### src/rtl/nn_fixed_pkg.sv
// Shared Q4.4 fixed-point constants, saturation helper and neuron FSM states.
// The activation stage imports the same format constants.
package nn_fixed_pkg;

  localparam int DATA_W = 8;
  localparam int FRAC_W = 4;
  localparam int Q_MAX  = 127;
  localparam int Q_MIN  = -128;

  typedef enum logic [1:0] {ACCUM, FINISH, OUTPUT} state_e;

  // Clamp an already-rescaled value into the signed DATA_W range.
  function automatic logic [DATA_W-1:0] sat_q44(input logic signed [31:0] v);
    logic [DATA_W-1:0] r;
    if (v > Q_MAX) begin
      r = Q_MAX[DATA_W-1:0];
    end else if (v < Q_MIN) begin
      r = Q_MIN[DATA_W-1:0];
    end else begin
      r = v[DATA_W-1:0];
    end
    return r;
  endfunction

endpackage

### src/rtl/neuron_weight_mem.sv
// Per-input weight register file: synchronous write, combinational read.
// Cleared to zero by the asynchronous active-low reset.
module neuron_weight_mem #(
  parameter int N_INPUTS = 4,
  parameter int DATA_W   = 8,
  parameter int ADDR_W   = $clog2(N_INPUTS)
) (
  input  logic              clk,
  input  logic              rst,
  input  logic              we,
  input  logic [ADDR_W-1:0] wr_addr,
  input  logic [DATA_W-1:0] wr_data,
  input  logic [ADDR_W-1:0] rd_addr,
  output logic [DATA_W-1:0] rd_data
);

  logic [N_INPUTS-1:0][DATA_W-1:0] words;

  generate
    for (genvar gi = 0; gi < N_INPUTS; gi++) begin : g_word
      logic [DATA_W-1:0] word_reg;

      always_ff @(posedge clk or negedge rst) begin
        if (!rst) begin
          word_reg <= '0;
        end else if (we && (wr_addr == ADDR_W'(gi))) begin
          word_reg <= wr_data;
        end
      end

      assign words[gi] = word_reg;
    end
  endgenerate

  assign rd_data = words[rd_addr];

endmodule

### src/rtl/neuron_mac_accumulator.sv
// Serial MAC neuron: accumulates x*w over N_INPUTS beats, adds bias, rescales
// to Q4.4 with floor, saturates once and hands z_value downstream.
module neuron_mac_accumulator
  import nn_fixed_pkg::*;
#(
  parameter int N_INPUTS = 4,
  parameter int DATA_W   = 8,
  parameter int FRAC_W   = 4,
  parameter int ACC_W    = 20,
  parameter int IDX_W    = $clog2(N_INPUTS)
) (
  input  logic              clk,
  input  logic              rst,
  input  logic              clear,
  input  logic [DATA_W-1:0] x_data,
  input  logic              x_valid,
  output logic              x_ready,
  input  logic              w_we,
  input  logic [IDX_W-1:0]  w_addr,
  input  logic [DATA_W-1:0] w_data,
  input  logic              b_we,
  input  logic [DATA_W-1:0] b_data,
  output logic [DATA_W-1:0] z_value,
  output logic              z_valid,
  input  logic              z_ready
);

  state_e                   state_reg, state_next;
  logic [IDX_W-1:0]         idx_reg, idx_next;
  logic signed [ACC_W-1:0]  acc_reg, acc_next;
  logic [DATA_W-1:0]        bias_reg;
  logic [DATA_W-1:0]        z_value_reg, z_value_next;
  logic                     z_valid_reg, z_valid_next;

  logic [DATA_W-1:0]         w_rd;
  logic signed [2*DATA_W-1:0] x_ext, w_ext, product;
  logic signed [ACC_W-1:0]   product_ext, bias_ext, biased, scaled;
  logic                      mac_fire, z_fire;

  neuron_weight_mem #(
    .N_INPUTS(N_INPUTS),
    .DATA_W  (DATA_W),
    .ADDR_W  (IDX_W)
  ) u_weight_mem (
    .clk    (clk),
    .rst    (rst),
    .we     (w_we),
    .wr_addr(w_addr),
    .wr_data(w_data),
    .rd_addr(idx_reg),
    .rd_data(w_rd)
  );

  // Operands widened first so the Q8.8 product is formed at full width.
  assign x_ext       = {{DATA_W{x_data[DATA_W-1]}}, x_data};
  assign w_ext       = {{DATA_W{w_rd[DATA_W-1]}}, w_rd};
  assign product     = x_ext * w_ext;
  assign product_ext = {{(ACC_W-2*DATA_W){product[2*DATA_W-1]}}, product};
  assign bias_ext    = {{(ACC_W-DATA_W){bias_reg[DATA_W-1]}}, bias_reg} <<< FRAC_W;
  assign biased      = acc_reg + bias_ext;
  assign scaled      = biased >>> FRAC_W;

  assign x_ready  = (state_reg == ACCUM);
  assign mac_fire = x_valid && x_ready;
  assign z_fire   = z_valid_reg && z_ready;

  always_comb begin
    state_next   = state_reg;
    idx_next     = idx_reg;
    acc_next     = acc_reg;
    z_value_next = z_value_reg;
    z_valid_next = z_valid_reg;
    // clear overrides any handshake in the same cycle.
    if (clear) begin
      state_next   = ACCUM;
      idx_next     = '0;
      acc_next     = '0;
      z_valid_next = 1'b0;
    end else begin
      case (state_reg)
        ACCUM: begin
          if (mac_fire) begin
            acc_next = acc_reg + product_ext;
            if (idx_reg == IDX_W'(N_INPUTS - 1)) begin
              idx_next   = '0;
              state_next = FINISH;
            end else begin
              idx_next = idx_reg + IDX_W'(1);
            end
          end
        end
        FINISH: begin
          z_value_next = sat_q44(32'(scaled));
          z_valid_next = 1'b1;
          state_next   = OUTPUT;
        end
        OUTPUT: begin
          if (z_fire) begin
            z_valid_next = 1'b0;
            acc_next     = '0;
            state_next   = ACCUM;
          end
        end
        default: state_next = ACCUM;
      endcase
    end
  end

  always_ff @(posedge clk or negedge rst) begin
    if (!rst) begin
      state_reg   <= ACCUM;
      idx_reg     <= '0;
      acc_reg     <= '0;
      bias_reg    <= '0;
      z_value_reg <= '0;
      z_valid_reg <= 1'b0;
    end else begin
      state_reg   <= state_next;
      idx_reg     <= idx_next;
      acc_reg     <= acc_next;
      z_value_reg <= z_value_next;
      z_valid_reg <= z_valid_next;
      if (b_we) begin
        bias_reg <= b_data;
      end
    end
  end

  assign z_value = z_value_reg;
  assign z_valid = z_valid_reg;

endmodule
### config.mk
export PLATFORM = sky130hd
export DESIGN_NAME = neuron_mac_accumulator
export DESIGN_NICKNAME = d
export VERILOG_FILES = /design/src/rtl/nn_fixed_pkg.sv /design/src/rtl/neuron_weight_mem.sv /design/src/rtl/neuron_mac_accumulator.sv
export SDC_FILE = /design/constraint.sdc
export NUM_CORES = 1
export LEC_CHECK = 0
export BUFFER_PORTS_ARGS = -buffer_cell sky130_fd_sc_hd__buf_4
export CAP_MARGIN = 20
export CORE_MARGIN = 3
export CORE_UTILIZATION = 25
export DETAILED_ROUTE_END_ITERATION = 6
export GPL_TIMING_DRIVEN = 0
export PLACE_DENSITY = 0.4
export SLEW_MARGIN = 20
export SYNTH_ARGS = -nofsm -noshare
export SYNTH_HDL_FRONTEND = slang
export SYNTH_SLANG_ARGS = --single-unit
### constraint.sdc
create_clock -name clk -period 7.05 [get_ports clk]
set_input_delay 1.41 -clock clk [delete_from_list [all_inputs] [get_ports clk]]
set_output_delay 1.41 -clock clk [all_outputs]
set_load 0.05 [all_outputs]
==> results of run 1 <==
-- cells by family (layout without fill, tap and decap cells) --
group | Yosys count | after routing | share of synthesized area
adders and majority gates | 151 | 151 | 0.347
buffers and inverters | 119 | 177 | 0.0607
AOI/OAI and AO/OA | 103 | 103 | 0.105
and+or+nand+nor | 167 | 167 | 0.111
xor gates and xnor gates | 31 | 31 | 0.0389
DFF | 73 | 73 | 0.248
muxes | 51 | 51 | 0.0883
-- metal layers --
layer	up-vias	wire length [um]	track usage
met4	0	178	0.0278
met2	62	8230	0.195
met3	11	425	0.0173
met5	-	0	0
li1	2417	-	-
met1	2572	8340	0.164
-- worst max-delay path by stage --
| stage | startpoint | slack [ps] | to |
|---|---|---|---|
| 3_3_place_gp | idx_reg[0] | -420 | acc_reg[19] |
| 4_1_cts | idx_reg[0] | 40 | acc_reg[19] |
| 3_5_place_dp | idx_reg[0] | -410 | acc_reg[19] |
| 2_1_floorplan | x_data[7] | 840 | acc_reg[19] |
| 6_report | idx_reg[1] | 440 | acc_reg[19] |
| 5_1_grt | idx_reg[1] | 10 | acc_reg[19] |
-- cells in the final DEF (no fill, tap or decap), types with 7 or more instances in the layout --
master	Yosys	layout
sky130_fd_sc_hd__nand2_1	60	60
sky130_fd_sc_hd__clkbuf_16	0	9
sky130_fd_sc_hd__nor2_1	34	34
sky130_fd_sc_hd__mux2_2	42	42
sky130_fd_sc_hd__buf_4	0	41
sky130_fd_sc_hd__ha_1	62	62
sky130_fd_sc_hd__and2_1	35	33
sky130_fd_sc_hd__o211ai_1	13	13
sky130_fd_sc_hd__nand3_1	7	7
sky130_fd_sc_hd__inv_1	111	110
sky130_fd_sc_hd__o21ai_0	17	17
sky130_fd_sc_hd__xnor2_1	17	17
sky130_fd_sc_hd__mux4_2	7	7
sky130_fd_sc_hd__fa_1	89	89
sky130_fd_sc_hd__a21oi_1	22	22
sky130_fd_sc_hd__xor2_1	12	12
sky130_fd_sc_hd__dfrtp_1	73	73
-- repair_timing --
action | 4_1_cts | 5_1_grt
endpoints found under the setup margin | 4 | 3
cloned | 0 | 0
endpoints found under the hold margin | 0 | 0
resized for setup | 3 | 4
pin swaps | 0 | 0
-- stage by stage --
step / hold WS, ps / TNS (ps) / setup slack [ps] / util
2_1_floorplan: 450 / 0 / 841 / -
4_1_cts: 487 / 0 / 38.2 / 0.293
6_report: 475 / 0 / 444 / 0.294
5_1_grt: 513 / 0 / 10.8 / 0.294
3_5_place_dp: 472 / -769 / -408 / 0.283
3_3_place_gp: 476 / -812 / -422 / 0.283
-- final cells by class --
type                            count  area (um2)  area share
Multi-Input combinational cell    503        5110       0.602
Sequential cell                    73        1830       0.215
Tap cell                          384         480      0.0566
Inverter                          111         420      0.0495
Timing Repair Buffer               42         328      0.0386
Clock buffer                        9         225      0.0265
Clock inverter                      7        62.6     0.00737
Buffer                              8        31.3     0.00369
-- critical path, stage by stage (launching register included) --
cell	delay [ps]
sky130_fd_sc_hd__dfrtp_1	350
sky130_fd_sc_hd__clkbuf_1	520
sky130_fd_sc_hd__mux4_2	510
sky130_fd_sc_hd__and2_2	460
sky130_fd_sc_hd__inv_1	120
sky130_fd_sc_hd__fa_1	510
sky130_fd_sc_hd__inv_1	60
sky130_fd_sc_hd__fa_1	520
sky130_fd_sc_hd__fa_1	440
sky130_fd_sc_hd__fa_1	590
sky130_fd_sc_hd__fa_1	430
sky130_fd_sc_hd__ha_1	350
sky130_fd_sc_hd__inv_1	60
sky130_fd_sc_hd__o21ai_0	360
sky130_fd_sc_hd__a2111oi_1	220
sky130_fd_sc_hd__o41ai_2	530
sky130_fd_sc_hd__nand2_1	140
sky130_fd_sc_hd__o311ai_0	330
==> results, run 1 <==
- Buffers inserted during clock tree synthesis total 9.
- Row generation in the floorplan step produced 62 rows.
- The most common cell in the synthesized netlist is sky130_fd_sc_hd__inv_1.
- TritonCTS built the clock tree.
- The tree is rooted in a sky130_fd_sc_hd__clkbuf_16.
- The number of failing hold endpoints at the final stage is 0.
- The via count of the first global-routing pass is 5506.
- For this configuration, the core starts out at a cell density of 0.255.
- The mapped netlist covers 7360 um2.
- During synthesis, Yosys emitted a total of 0 warnings.
- Sorting the synthesized cells by how often they occur yields 111 x sky130_fd_sc_hd__inv_1, 89 x sky130_fd_sc_hd__fa_1, 73 x sky130_fd_sc_hd__dfrtp_1.
- Setup violations remaining at the end of the flow were counted as 0.
- The number of cells on the worst hold path is 2.
- The worst pin sits at a relative slew slack of 0.478.
- Based on the critical path, the design can be clocked at up to 0.151 GHz.
- The number of buffers added to fix hold violations after cts is 0.
- The sum of overflow across all layers after global routing is 0.
- The async set-or-reset flop fraction in the synthesized netlist is 1.00.
- The element type at the critical path end is a flip-flop.
- The number of flip-flops in the largest register is 32.
- The remaining antenna violation count is 0.
- The end point of the most critical hold path is acc_reg[1].
- The netlist uses 57 different library cells.
- Among all flip-flop cells after synthesis, the most frequent one is sky130_fd_sc_hd__dfrtp_1.
- Setup repair after global routing left no endpoint under its margin.
- The die span in x is 178 um.
- The share of Yosys cell area claimed by the top area cell type is 0.248.
- The area added between synthesis and finish is 15.2%.
- Before antenna repair, the detailed router went through 4 iterations.
- The detailed router finished its first iteration with 162 violations.
- Summed over all layers, the routed wires come to 17.2 mm.
- The number of enable-type register cells in the synthesized netlist is 0.
- The sequential area share after synthesis is 0.248.
- The run finished with clean final reports.
- The final max-slew violation count was 0.
- The clock latency at the later pin of the worst-skew pair is 350 ps.
- The number of nets in the synthesized netlist is 879.
- In this run the critical register-to-register path is captured at acc_reg[19].
- The net count of the finished layout is 932.
- The floorplan step defined a die boundary enclosing 31600 um2.
- STA classifies the critical path startpoint as a flip-flop.
- The H-tree was split into 3 levels.
- Entering global routing, the biggest net connects 74 pins.
- The antenna diode count is 0.
- Buffers placed on the I/O ports in this run total 41.
- The clock edge transition at the registers on the reported setup and hold paths is 70 ps.
- The startpoint of the most critical hold path is acc_reg[1].
- After synthesis, the cell types taking the most area are sky130_fd_sc_hd__dfrtp_1 25%, sky130_fd_sc_hd__fa_1 24%, sky130_fd_sc_hd__ha_1 11%.
- The worst-case clock skew is 10.9 ps.
- The number of maximum-capacitance constraint violations is 0.
- After routing the design area is 8490 um2.
- The slew at the pin closest to its max-slew limit is 780 ps.
- Data on the critical path is required at its endpoint by 7280 ps.
- The number of synthesized register bits is 73.
- The number of placed I/O pins is 43.
- The half-perimeter wire length after placement is 14.0 mm.
- The post-route clock period utilization is 0.937.
- The number of placed instances, taps included, is 1120.
- The total number of vias is 5062.
- The via-per-instance ratio is 4.45.
- CTS saw 73 sinks.
- The vertical die dimension is 178 um.
- The cell count after synthesis came out at 695.
- The overall routing resource usage is 0.118.
- The first-pass GRT wire length is 29.4 mm.
- The maximum clock path buffer count is 2.
- The routed wire length per instance is 15.1 um.
- The biggest area contributor in the post-synthesis netlist is sky130_fd_sc_hd__dfrtp_1.
- The worst register-to-register path begins at idx_reg[1].
- The global placement routability congestion is 0.752.
- The shortest clock period the worst path allows after layout is 6610 ps.
- After detailed placement, the total cell area comes to 8160 um2.
- In this run the register-to-register setup slack is 440 ps.
- The final non-filler cell total is 1137.
- The number of fillers in the final layout is 3130.
- The number of setup buffers added after CTS is 0.
- Along the worst path, the maximum fanout reaches 13.
- For the worst setup path, the data arrival time is 6840 ps.
- The average cell area after synthesis is 10.6 um2.
- After floorplanning, the core was sized to cover 28900 um2.
- In the routed design, unresolved DRC markers number 0.
- The proportion of layout cells with a drive suffix above 1 is 0.173.
- The initial antenna violation count was 0.
- The worst setup path is of the reg2reg kind.
- The number of cells on the worst reg-to-reg path is 17.
- The class of the tightest hold or removal check is reg2reg.
Power of run 1 is not shown: default switching activity piles up to over one toggle a cycle in this logic, so the estimate is an artifact.
==> inputs of run 2 (changes only) <==
Settings changed: GPL_TIMING_DRIVEN 0 to unset.
==> run 2 against run 1 <==
Count of clock-buffer cells in the layout unchanged. Fmax increased by 2.9%. Die area unchanged. Global-route usage increased by 0.26 points. Highest routed layer unchanged.
==> results, run 2 (synthesis results as in run 1) <==
- The flow ran to the end, and the final reports show no timing, DRC or antenna violations.
- The post-route setup TNS came to 0 ps (unchanged).
- The root buffer cell chosen for the clock tree is sky130_fd_sc_hd__clkbuf_16.
- Setup repair after global routing left no endpoint under its margin.
- The number of fillers in the final layout came to 3063 (-2.1%).
- The total setup violations reported at the end of the flow is 0 (unchanged).
- The remaining antenna violation count came to 0 (unchanged).
- The number of instances resized during post-cts repair is 0 (-3).
- The H-tree depth reported by CTS came to 3 (unchanged).
- The shortest clock period the worst path allows after layout is 6420 ps (-185 ps).
- The number of iterations in the first detailed-routing pass came to 4 (unchanged).
- STA classifies the critical path startpoint as a flip-flop.
- The final max-slew violation count was 0 (unchanged).
- The area of the multi-input gates was 5100 um2 (-0.29%).
- The number of flip-flops in the largest register is 32 (unchanged).
- The worst-case clock skew came to 7.16 ps (-3.71 ps).
- The highest net fanout along the worst path came to 12 (-1).
- The maximum number of pins on one net before global-route repair is 66 (-11%).
- The cell count after placement is 1119 (-0.089%).
- The vertical die dimension was 178 um (unchanged).
- The startpoint-to-endpoint class of the critical path is reg2reg.
- TritonCTS built the clock tree.
- The hold slack is 481 ps (+6.13 ps).
- The overall routing resource usage is 0.121 (+0.00258).
- The clock edge transition at the registers on the reported setup and hold paths is 60 ps (about the same).
- The proportion of layout cells with a drive suffix above 1 is 0.173 (+0.000460).
- The number of port buffers is 42 (+2.4%).
- The initial standard-cell utilization of the core came to 0.255 (unchanged).
- The slew at the pin closest to its max-slew limit is 877 ps (+97.1 ps).
- The number of buffers added to fix hold violations after cts is 0 (unchanged).
- The number of failing hold endpoints at the final stage came to 0 (unchanged).
- The required time reported for the critical path endpoint is 7280 ps (about the same).
- The commonest non-fill, non-tap cell in the layout is sky130_fd_sc_hd__inv_1.
- The number of violations reported at the end of detailed-routing iteration 0 is 184 (+14%).
- The number of setup buffers added after CTS is 0 (unchanged).
- The total number of vias is 5025 (-0.73%).
- The initial antenna violation count is 0 (unchanged).
- The number of CTS-inserted buffers was 9 (unchanged).
- The via count of the first global-routing pass was 5496 (-0.18%).
- The half-perimeter wire length after placement is 14.2 mm (+1.0%).
- The footprint of the flip-flops and latches was 1830 um2 (unchanged).
- The number of maximum-capacitance constraint violations is 0 (unchanged).
- The first-pass GRT wire length came to 29.9 mm (+2.0%).
- The routed wire length per instance is 15.3 um (+1.4%).
- In the layout the commonest cells are 111 x sky130_fd_sc_hd__inv_1, 89 x sky130_fd_sc_hd__fa_1, 73 x sky130_fd_sc_hd__dfrtp_1.
- The die span in x was 178 um (unchanged).
- The final non-filler cell total is 1135 (-0.18%).
- The maximum clock path buffer count was 2 (unchanged).
- The post-route clock period utilization is 0.911 (-0.0263).
- The worst slew slack as a fraction of its limit is 0.415 (-0.0625).
- The net total in the final layout is 930 (-0.21%).
- The sum of overflow across all layers after global routing is 0 (unchanged).
- The core outline area is 28900 um2 (unchanged).
- The top achievable clock speed was 0.156 GHz (+2.9%).
- The global placement routability congestion is 0.758 (+0.85%).
- The arrival time of data at the critical path endpoint is 6650 ps (-190 ps).
- The total number of placement rows came to 62 (unchanged).
- The worst hold path belongs to the class reg2reg.
- Relative to the synthesized area, the layout overhead comes to 15.4%.
- The via-per-instance ratio is 4.43 (-0.56%).
- The number of placed I/O pins is 43 (unchanged).
- The die area is 31600 um2 (unchanged).
- The total wirelength of the detailed-routed design is 17.4 mm (+1.3%).
- The clock latency at the later pin of the worst-skew pair is 340 ps (about the same).
- The number of sinks handled by clock tree synthesis is 73 (unchanged).
- The detailed-route DRC error count is 0 (unchanged).
- The antenna diode count is 0 (unchanged).
- The worst setup path is captured at a flip-flop.
run 2: cell count changes in the layout (fill, tap and decap cells not counted), sizes merged:
cell	change
buf	+4
clkinvlp	-1
bufinv	+2
clkinv	+1
inv	-2
clkbuf	-6
run 2: layer usage:
| layer | vias up | part of all wire | global-route usage |
|---|---|---|---|
| met5 | - | 0 | 0 |
| met4 | 0 | 0.010 | 0.0285 |
| met3 | 9 | 0.025 | 0.0182 |
| met2 | 57 | 0.49 | 0.205 |
| met1 | 2534 | 0.47 | 0.162 |
| li1 | 2425 | - | - |
run 2: worst max-delay path, cell delays in order (launching register included):
cell                        delay, ps
sky130_fd_sc_hd__dfrtp_1          740
sky130_fd_sc_hd__mux4_2           730
sky130_fd_sc_hd__nand2_1          210
sky130_fd_sc_hd__inv_1             70
sky130_fd_sc_hd__fa_1             450
sky130_fd_sc_hd__inv_1            350
sky130_fd_sc_hd__fa_1             460
sky130_fd_sc_hd__inv_1             70
sky130_fd_sc_hd__fa_1             430
sky130_fd_sc_hd__fa_1             490
sky130_fd_sc_hd__ha_1             310
sky130_fd_sc_hd__ha_1             400
sky130_fd_sc_hd__a21o_1           140
sky130_fd_sc_hd__a21oi_1           50
sky130_fd_sc_hd__o21bai_1         210
sky130_fd_sc_hd__a2111oi_0        120
sky130_fd_sc_hd__o41ai_1          580
sky130_fd_sc_hd__nand2_1          140
sky130_fd_sc_hd__o311ai_0         320
run 2: path summary, 6_finish.rpt:
check                                 from     endpoint  slack (ps)  cells past startpoint
worst max-delay path            idx_reg[0]  acc_reg[19]         630                     18
worst min-delay path            acc_reg[1]   acc_reg[1]         480                      2
worst max register to register  idx_reg[0]  acc_reg[19]         630                     18
worst min register to register  acc_reg[1]   acc_reg[1]         480                      2
max in group asynchronous              rst   acc_reg[2]        5090                      2
min in group asynchronous              rst      z_valid         880                      1
run 2: stage by stage:
step / worst slack, ps / area (um2) / utilization
floorplan: 841 / 7360 / -
global placement: 363 / 8180 / 0.283
detailed placement: 356 / 8180 / 0.283
CTS: 516 / 8500 / 0.295
global route: 51.3 / 8500 / 0.295
finish: 629 / 8500 / 0.295
run 2: area by class of cell:
type,instances,area share
Clock buffer,9,0.0265
Multi-Input combinational cell,503,0.600
Tap cell,384,0.0565
Timing Repair Buffer,48,0.0424
Sequential cell,73,0.215
Clock inverter,7,0.0112
Inverter,111,0.0490
Power of run 2 is left out for the same reason.
